===== config.mk =====
export PLATFORM = sky130hd
export DESIGN_NAME = load_store_unit
export DESIGN_NICKNAME = d
export VERILOG_FILES = /design/src/rtl/lsu_pkg.sv /design/src/rtl/lsu_lane_align.sv /design/src/rtl/load_store_unit.sv
export SDC_FILE = /design/constraint.sdc
export NUM_CORES = 1
export LEC_CHECK = 0
export ABC_AREA = 1
export CAP_MARGIN = 5
export CORE_MARGIN = 4
export CORE_UTILIZATION = 40
export CTS_CLUSTER_SIZE = 40
export DETAILED_ROUTE_END_ITERATION = 8
export GPL_TIMING_DRIVEN = 0
export HOLD_SLACK_MARGIN = 0.1
export PLACE_DENSITY = 0.7
export SYNTH_ARGS = -nofsm -noshare
export SYNTH_HDL_FRONTEND = slang
export SYNTH_HIERARCHICAL = 1
export SYNTH_SLANG_ARGS = --single-unit

===== constraint.sdc =====
create_clock -name clk -period 2.8 [get_ports clk]
set_input_delay 0.28 -clock clk [delete_from_list [all_inputs] [get_ports clk]]
set_output_delay 0.28 -clock clk [all_outputs]
set_load 0.03 [all_outputs]

===== src/rtl/lsu_pkg.sv =====
// Shared size encodings, FSM state type and alignment rule for the load/store unit.
package lsu_pkg;

    localparam logic [1:0] SZ_BYTE = 2'b00;
    localparam logic [1:0] SZ_HALF = 2'b01;
    localparam logic [1:0] SZ_WORD = 2'b10;

    typedef enum logic [1:0] {
        IDLE   = 2'd0,
        ACCESS = 2'd1,
        RESP   = 2'd2
    } lsu_state_t;

    // Size 2'b11 is illegal and therefore never aligned.
    function automatic logic is_aligned(input logic [1:0] size, input logic [1:0] addr_lo);
        case (size)
            SZ_BYTE: is_aligned = 1'b1;
            SZ_HALF: is_aligned = ~addr_lo[0];
            SZ_WORD: is_aligned = (addr_lo == 2'b00);
            default: is_aligned = 1'b0;
        endcase
    endfunction

endpackage


===== src/rtl/lsu_lane_align.sv =====
// Combinational lane steering between the 32-bit datapath and the big-endian 4 x 8-bit memory lanes.
// Lane 0 carries bits 31:24; byte_en_o[i] enables lane i.
module lsu_lane_align
    import lsu_pkg::*;
(
    input  logic [1:0]      size_i,
    input  logic [1:0]      addr_lo_i,
    input  logic            unsigned_i,
    input  logic [31:0]     wdata_i,
    input  logic [0:3][7:0] lanes_i,
    output logic [0:3]      byte_en_o,
    output logic [0:3][7:0] lanes_o,
    output logic [31:0]     load_data_o
);

    logic [7:0]  byte_sel;
    logic [15:0] half_sel;

    // Store data is replicated across lanes so only the enables depend on the address.
    always_comb begin
        byte_en_o = '0;
        lanes_o   = '0;
        case (size_i)
            SZ_BYTE: begin
                byte_en_o[addr_lo_i] = 1'b1;
                lanes_o              = {4{wdata_i[7:0]}};
            end
            SZ_HALF: begin
                byte_en_o = addr_lo_i[1] ? 4'b0011 : 4'b1100;
                lanes_o   = {2{wdata_i[15:0]}};
            end
            SZ_WORD: begin
                byte_en_o = 4'b1111;
                lanes_o   = wdata_i;
            end
            default: ;
        endcase
    end

    always_comb begin
        byte_sel = lanes_i[addr_lo_i];
        half_sel = addr_lo_i[1] ? {lanes_i[2], lanes_i[3]} : {lanes_i[0], lanes_i[1]};
        case (size_i)
            SZ_BYTE: load_data_o = {{24{byte_sel[7] & ~unsigned_i}}, byte_sel};
            SZ_HALF: load_data_o = {{16{half_sel[15] & ~unsigned_i}}, half_sel};
            default: load_data_o = lanes_i;
        endcase
    end

endmodule


===== src/rtl/load_store_unit.sv =====
// Load/store unit: IDLE -> ACCESS -> RESP memory stage with a variable-latency ready handshake.
// Defining LSU_TIMEOUT_EN bounds the ACCESS wait to TIMEOUT_CYCLES cycles.
module load_store_unit
    import lsu_pkg::*;
#(
    parameter int XLEN           = 32,
    parameter int TIMEOUT_CYCLES = 64
) (
    input  logic            clk,
    input  logic            reset,
    input  logic            req_valid,
    input  logic            req_load,
    input  logic [1:0]      req_size,
    input  logic            req_unsigned,
    input  logic [XLEN-1:0] req_addr,
    input  logic [XLEN-1:0] req_wdata,
    output logic            busy,
    output logic            done,
    output logic [XLEN-1:0] load_data,
    output logic            error,
    output logic [XLEN-1:0] mem_addr,
    output logic            mem_req,
    output logic            mem_we,
    output logic [0:3]      mem_byte_en,
    output logic [0:3][7:0] mem_data_in,
    input  logic [0:3][7:0] mem_data_out,
    input  logic            mem_ready
);

    lsu_state_t      state_q, state_d;
    logic [XLEN-1:0] addr_q, addr_d;
    logic [XLEN-1:0] wdata_q, wdata_d;
    logic [XLEN-1:0] load_data_q, load_data_d;
    logic [1:0]      size_q, size_d;
    logic            load_q, load_d;
    logic            unsigned_q, unsigned_d;
    logic            err_q, err_d;
    logic            in_access;
    logic            timed_out;
    logic [0:3]      lane_be;
    logic [0:3][7:0] lane_wdata;
    logic [XLEN-1:0] lane_load;

    assign in_access = (state_q == ACCESS);

    lsu_lane_align u_align (
        .size_i      (size_q),
        .addr_lo_i   (addr_q[1:0]),
        .unsigned_i  (unsigned_q),
        .wdata_i     (wdata_q),
        .lanes_i     (mem_data_out),
        .byte_en_o   (lane_be),
        .lanes_o     (lane_wdata),
        .load_data_o (lane_load)
    );

`ifdef LSU_TIMEOUT_EN
    localparam int TW = $clog2(TIMEOUT_CYCLES) + 1;
    logic [TW-1:0] tmo_q, tmo_d;

    assign tmo_d     = in_access ? tmo_q + TW'(1) : '0;
    assign timed_out = in_access && (tmo_q == TW'(TIMEOUT_CYCLES - 1));

    always_ff @(posedge clk or posedge reset) begin
        if (reset) tmo_q <= '0;
        else       tmo_q <= tmo_d;
    end
`else
    assign timed_out = 1'b0;
`endif

    always_comb begin
        state_d     = state_q;
        addr_d      = addr_q;
        wdata_d     = wdata_q;
        size_d      = size_q;
        load_d      = load_q;
        unsigned_d  = unsigned_q;
        err_d       = err_q;
        load_data_d = load_data_q;
        case (state_q)
            IDLE: begin
                if (req_valid) begin
                    if (is_aligned(req_size, req_addr[1:0])) begin
                        addr_d     = req_addr;
                        wdata_d    = req_wdata;
                        size_d     = req_size;
                        load_d     = req_load;
                        unsigned_d = req_unsigned;
                        err_d      = 1'b0;
                        state_d    = ACCESS;
                    end else begin
                        err_d   = 1'b1;
                        state_d = RESP;
                    end
                end
            end
            // The extended value is registered here so it appears together with done.
            ACCESS: begin
                if (mem_ready) begin
                    err_d   = 1'b0;
                    state_d = RESP;
                    if (load_q) load_data_d = lane_load;
                end else if (timed_out) begin
                    err_d   = 1'b1;
                    state_d = RESP;
                end
            end
            RESP:    state_d = IDLE;
            default: state_d = IDLE;
        endcase
    end

    always_ff @(posedge clk or posedge reset) begin
        if (reset) begin
            state_q     <= IDLE;
            addr_q      <= '0;
            wdata_q     <= '0;
            size_q      <= '0;
            load_q      <= 1'b0;
            unsigned_q  <= 1'b0;
            err_q       <= 1'b0;
            load_data_q <= '0;
        end else begin
            state_q     <= state_d;
            addr_q      <= addr_d;
            wdata_q     <= wdata_d;
            size_q      <= size_d;
            load_q      <= load_d;
            unsigned_q  <= unsigned_d;
            err_q       <= err_d;
            load_data_q <= load_data_d;
        end
    end

    // Memory-side outputs derive from state so an async reset drops them at once.
    assign mem_req     = in_access;
    assign mem_we      = in_access & ~load_q;
    assign mem_addr    = in_access ? {addr_q[XLEN-1:2], 2'b00} : '0;
    assign mem_byte_en = in_access ? lane_be : '0;
    assign mem_data_in = (in_access && !load_q) ? lane_wdata : '0;

    assign busy      = (state_q == IDLE && req_valid) || in_access;
    assign done      = (state_q == RESP);
    assign error     = done & err_q;
    assign load_data = load_data_q;

endmodule


==> flow_summary.yaml, run 1 <==
finish:
  fin_util: 0.584
  layout.nets: 1224
  diodes: 0
  multiInputGateArea_sq_um: 2780
  nFillCells: 1497
  areaGrowthSynthToFinish_pct: 43.3
  register_area_sq_um: 2580
  layout-drive-gt1-share: 0.0844
sta:
  slew_headroom: 0.576
  fmax_mhz: 373
  hold_violations: 0
  period_minus_slack_ns: 2.68
  grt_setup_unrepaired: "no"
  slew_violations: 0
  min_period_over_period: 0.958
  worst_pin_slew_ns: 0.634
  setup_viol: 0
  skew_ns: 0.00472
  tns_ns: 0
power_and_ir_drop:
  switchingPower_mw: 3.46
  p_leak_nw: 4.59
  seqPwrFrac: 0.309
  power_mw: 7.72
  power_frac_comb: 0.519
  ir_drop_mv: 0.402
  internal-power_mw: 4.26
  p_per_area_nw_per_um2: 872
  power_frac_clock: 0.171
  sw_frac_of_total: 0.448
drt:
  routed_wl_um: 20300
  viasPerCell: 4.87
  wire_per_inst_um: 15.5
  vias: 6394
  drc: 0
  drtPass1Iterations: 6
  drtIter0Drc: 405
  ant_nets: 0
synthesis:
  seq_area_frac_synth: 0.417
  yosys-top-cells-count: "343 x nand2_1, 123 x inv_1, 118 x nand3_1, 103 x dfrtp_1, 56 x o21ai_0"
  synth_top_area_share: 0.417
  postSynthAreaPerCell_sq_um: 6.86
  yosysMostFrequentCell: "nand2_1"
  ys.warnings.count: 6
  synth_edf_count: 0
  synth_seq_cells: 103
  synth_top_cell_by_area: "dfrtp_1"
  synth_flop_cell: "dfrtp_1"
  synthTopCellsByArea: "dfrtp_1 42%, nand2_1 21%, nand3_1 9.6%"
  synth_area_sq_um: 6180
  synth-async-reset-ratio: 1.00
  ys_types: 25
  synthCells: 900
setup_path:
  cp-start-kind: "flop"
  r2r_start: "state_q[1]"
  endpoint: "mem_data_in[14]"
  reg2regPathDepth: 6
  arrival_ns: 2.40
  critPathMaxFanout: 10
  worstReg2RegEnd: "wdata_q[25]"
  startpoint: "state_q[1]"
  r2r_setup_slack_ns: 1.17
  worst-endpoint-required_ns: 2.52
  worstSetupEndpointType: "output port"
  criticalPathCategory: "flop to output port"
global_routing:
  grt_antenna_before_repair: 0
  gr-total-overflow: 0
  grt_usage: 0.231
  grt_pass1_wl_um: 32600
  grt_pass1_vias: 6221
  grt_max_degree: 41
clocking:
  cts_num_sinks: 103
  cts_tree: "yes"
  numCtsBuffers: 9
  cts_max_level: 3
  cts.clk_slew.worst_paths_ns: 0.07
  postCtsSetupBuffers: 0
  hold_buffers: 0
  clockBufferDepth: 2
  cts_root_buffer: "clkbuf_16"
  clk_latency_ns: 0.35
place:
  hpwlAfterDp_um: 15300
  io_buffers: 206
  gp_congestion: 0.893
die:
  die-width_um: 132
  top_level_ports: 209
  core_area_sq_um: 15100
  start_util: 0.408
  die-area_sq_um: 17500
  row_count: 45
  dieHeight_um: 132
status:
  status: "complete, no violations"
min_path:
  hold_class: "input pin to asynchronous set/reset pin"
job:
  drv_cap: 0
placed cells by master, fill, tap and decap left out, types with 3 or more instances in the layout:
cell type / instances
buf_4: 8
nand2_2: 4
buf_6: 8
inv_1: 122
clkinv_2: 3
dlygate4sd2_1: 3
nand3_1: 118
nand3_2: 5
clkdlybuf4s50_1: 193
clkbuf_1: 28
dlymetal6s2s_1: 10
nor2_2: 11
buf_2: 8
buf_12: 3
nor2_1: 47
o21ai_0: 56
nand2_1: 343
dfrtp_1: 103
inv_2: 7
nor2_4: 20
clkbuf_16: 9
layer usage:
layer	vias to the layer above	GRT usage	routed length [um]
li1	3167	-	-
met1	2957	0.303	8690
met2	245	0.378	9490
met3	25	0.0622	1740
met4	0	0.0681	377
met5	-	0	0
worst min path at each step:
stage                          start  depth (start not counted)  slack [ns]          to
after global routing           reset                          2        0.43  addr_q[25]
after global placement    addr_q[17]                          2        0.45  addr_q[17]
after CTS                      reset                          2        0.37  addr_q[25]
after detailed placement  addr_q[15]                          2        0.46  addr_q[15]
final                          reset                          2        0.35  addr_q[25]
after floorplan            mem_ready                          1        0.39  state_q[0]
cells by family after synthesis:
logic type / share of synthesized area
simple gates: 0.401
flops: 0.417
buf+inv: 0.133
other cells: 0.000607
compound gates: 0.0484
registers in the layout, indices dropped and copies added (netlist names):
signal      flops
err_q           1
addr_q         32
load_q          1
size_q          2
wdata_q        32
state_q         2
unsigned_q      1
load_data      32
per-stage QoR:
stage / cell area, sq um / setup slack [ns] / hold slack (ns) / instances
2_1_floorplan: 6180 / 0.976 / 0.390 / 901
3_3_place_gp: 8480 / 0.146 / 0.454 / 1295
3_5_place_dp: 8520 / 0.368 / 0.458 / 1297
4_1_cts: 8830 / 0.00241 / 0.373 / 1313
5_1_grt: 8850 / 0.0250 / 0.426 / 1313
6_report: 8850 / 0.117 / 0.353 / 1313
power by group through the flow:
stage	Clock (mW)	Combinational [mW]	Sequential, mW
floorplan	0	2.31	2.67
global placement	0	3.96	2.39
detailed placement	0	4.02	2.40
CTS	1.34	4.04	2.39
global route	1.40	4.41	2.46
finish	1.32	4.01	2.39
cell type report:
| class | count | share of cell area |
|---|---|---|
| sequential | 103 | 0.291 |
| clock buffer | 11 | 0.0286 |
| clock inverter | 5 | 0.00636 |
| buffer | 54 | 0.0373 |
| tap | 188 | 0.0266 |
| inverter | 131 | 0.0561 |
| multi-input combinational | 613 | 0.314 |
| timing repair buffer | 208 | 0.240 |
worst max-delay path: stages, from the launching register on:
cell	delay (ns)
dfrtp_1	0.43
nor2_4	0.17
inv_2	0.12
or2_1	0.23
buf_6	0.14
buf_6	0.15
nor2_2	0.09
clkdlybuf4s50_1	0.71
timing repair:
action,in CTS,in global routing
setup endpoints to repair,5,10
cloned,0,0
resized for setup,4,10
Note: power is estimated with default switching activity, not from simulation.
==> run 2, diff against run 1 <==
--- a/config.mk
+++ b/config.mk
@@ -11,9 +11,10 @@
 export CORE_UTILIZATION = 40
 export CTS_CLUSTER_SIZE = 40
 export DETAILED_ROUTE_END_ITERATION = 8
+export DONT_BUFFER_PORTS = 1
 export GPL_TIMING_DRIVEN = 0
 export HOLD_SLACK_MARGIN = 0.1
-export PLACE_DENSITY = 0.7
+export PLACE_DENSITY = 0.52
 export SYNTH_ARGS = -nofsm -noshare
 export SYNTH_HDL_FRONTEND = slang
 export SYNTH_HIERARCHICAL = 1
==> flow_summary.yaml, run 2 (synthesis gave the netlist of run 1 again) <==
sta:
  setup_viol: 0
  skew_ns: 0.0105
  tns_ns: 0
  hold_violations: 0
  worst_slack_ns: 0.215
  min_period_over_period: 0.923
  whs_ns: 0.112
  grt_setup_unrepaired: "no"
  slew_headroom: 0.490
  period_minus_slack_ns: 2.58
  worst_pin_slew_ns: 0.764
  fmax_mhz: 387
  slew_violations: 0
power_and_ir_drop:
  p_per_area_nw_per_um2: 936
  p_leak_nw: 3.90
  power_mw: 6.95
  ir_drop_mv: 0.360
clocking:
  cts.clk_slew.worst_paths_ns: 0.07
  numCtsBuffers: 9
  cts_root_buffer: "clkbuf_16"
  cts_tree: "yes"
  ctsResizeCount: 0
  cts_max_level: 3
  cts_num_sinks: 103
  postCtsSetupBuffers: 0
  clk_latency_ns: 0.35
  clockBufferDepth: 2
drt:
  viasPerCell: 4.92
  drtIter0Drc: 403
  drc: 0
  drtPass1Iterations: 5
  vias: 5784
  routed_wl_um: 19400
  ant_nets: 0
  wire_per_inst_um: 16.5
finish:
  diodes: 0
  final_common_cell: "nand2_1"
  layout_common_cells: "343 x nand2_1, 122 x inv_1, 118 x nand3_1"
  areaGrowthSynthToFinish_pct: 20.3
  layout.nets: 1087
  nFillCells: 1543
  layout-drive-gt1-share: 0.0951
setup_path:
  cp_slowest_cell: "nor2_1"
  criticalPathCategory: "flop to output port"
  reg2regPathDepth: 5
  worstSetupEndpointType: "output port"
  critPathMaxFanout: 10
  r2r_start: "state_q[1]"
  critical_path.cell_chain: "buf_6 -> nand2_2 -> clkinv_1 -> a21oi_1 -> inv_1 -> nor2_1"
  cp-start-kind: "flop"
  worstReg2RegEnd: "load_data[11]"
  r2r_setup_slack_ns: 1.14
  cpPeakStageDelay_ns: 0.58
  arrival_ns: 2.30
  worst-endpoint-required_ns: 2.52
min_path:
  hold_class: "input pin to flop"
  min_from: "req_wdata[31]"
  whs_endpoint: "wdata_q[31]"
  hold_path_depth: 2
die:
  die-width_um: 132
  die-area_sq_um: 17500
  row_count: 45
  start_util: 0.408
  core_area_sq_um: 15100
  top_level_ports: 209
  dieHeight_um: 132
place:
  gp_congestion: 0.911
  post-place-ws_ns: 0.599
  io_buffers: 0
  hpwlAfterDp_um: 14900
status:
  status: "complete, no violations"
job:
  drv_cap: 0
global_routing:
  grt_usage: 0.223
  grt_max_degree: 40
  grt_pass1_vias: 5831
  gr-total-overflow: 0
  grt_antenna_before_repair: 0
  grt_pass1_wl_um: 31500
-- run 2: cell count changes in the layout (fill, tap and decap cells not counted), moves of 2 or more --
cell	before	now
inv_6	0	2
dlygate4sd3_1	0	69
clkbuf_8	2	0
clkdlybuf4s50_1	193	0
dlymetal6s2s_1	10	0
dlygate4sd2_1	3	0
-- run 2: worst max-delay path: cells and delay by family (launching register included) --
family	cells	cell delay (ns)
and+or+nand+nor	2	0.77
buffers and inverters	3	0.56
DFF	1	0.40
AOI/OAI and AO/OA	1	0.22
-- run 2: area by class of cell --
class	count	area, sq um	share of cell area
plain buffers	54	330	0.0445
clock buffers	9	225	0.0303
clock inverters	7	53.8	0.00724
inverters	131	495	0.0667
multi-input cells	613	2780	0.374
flip-flops and latches	103	2580	0.347
well taps	188	235	0.0317
repair buffers	71	731	0.0984
-- run 2: worst max-delay path by stage --
stage                                  to        from
final                      mem_byte_en[2]   size_q[1]
after global placement     mem_byte_en[3]   size_q[1]
after CTS                  mem_byte_en[2]   size_q[1]
after floorplan           mem_data_in[12]  state_q[1]
after detailed placement   mem_byte_en[2]   size_q[1]
after global routing       mem_byte_en[2]   size_q[1]
-- run 2: power breakdown --
| group | total, mW | switching, mW | internal (mW) | leakage, nW |
|---|---|---|---|---|
| clock | 1.21 | 0.599 | 0.613 | 0.134 |
| combinational | 2.96 | 2.02 | 0.938 | 2.47 |
| sequential | 2.78 | 0.752 | 2.03 | 1.30 |
| total | 6.95 | 3.37 | 3.58 | 3.90 |
-- run 2: through the flow --
| step | instances | utilization | cell area (sq um) |
|---|---|---|---|
| 4_1_cts | 1176 | 0.490 | 7430 |
| 5_1_grt | 1176 | 0.490 | 7430 |
| 3_3_place_gp | 1089 | 0.424 | 6420 |
| 3_5_place_dp | 1091 | 0.426 | 6460 |
| 6_report | 1176 | 0.490 | 7430 |
| 2_1_floorplan | 901 | - | 6180 |
-- run 2: per-layer routing --
layer | up-vias | share of wire | global-route usage
li1 | 2881 | - | -
met1 | 2730 | 0.42 | 0.281
met2 | 159 | 0.49 | 0.377
met3 | 14 | 0.075 | 0.0721
met4 | 0 | 0.011 | 0.0502
met5 | - | 0 | 0
-- run 2: what timing repair did --
action | CTS | global route
setup endpoints to repair | 0 | 0
hold buffers | 69 | 0
endpoints found under the hold margin | 102 | 0
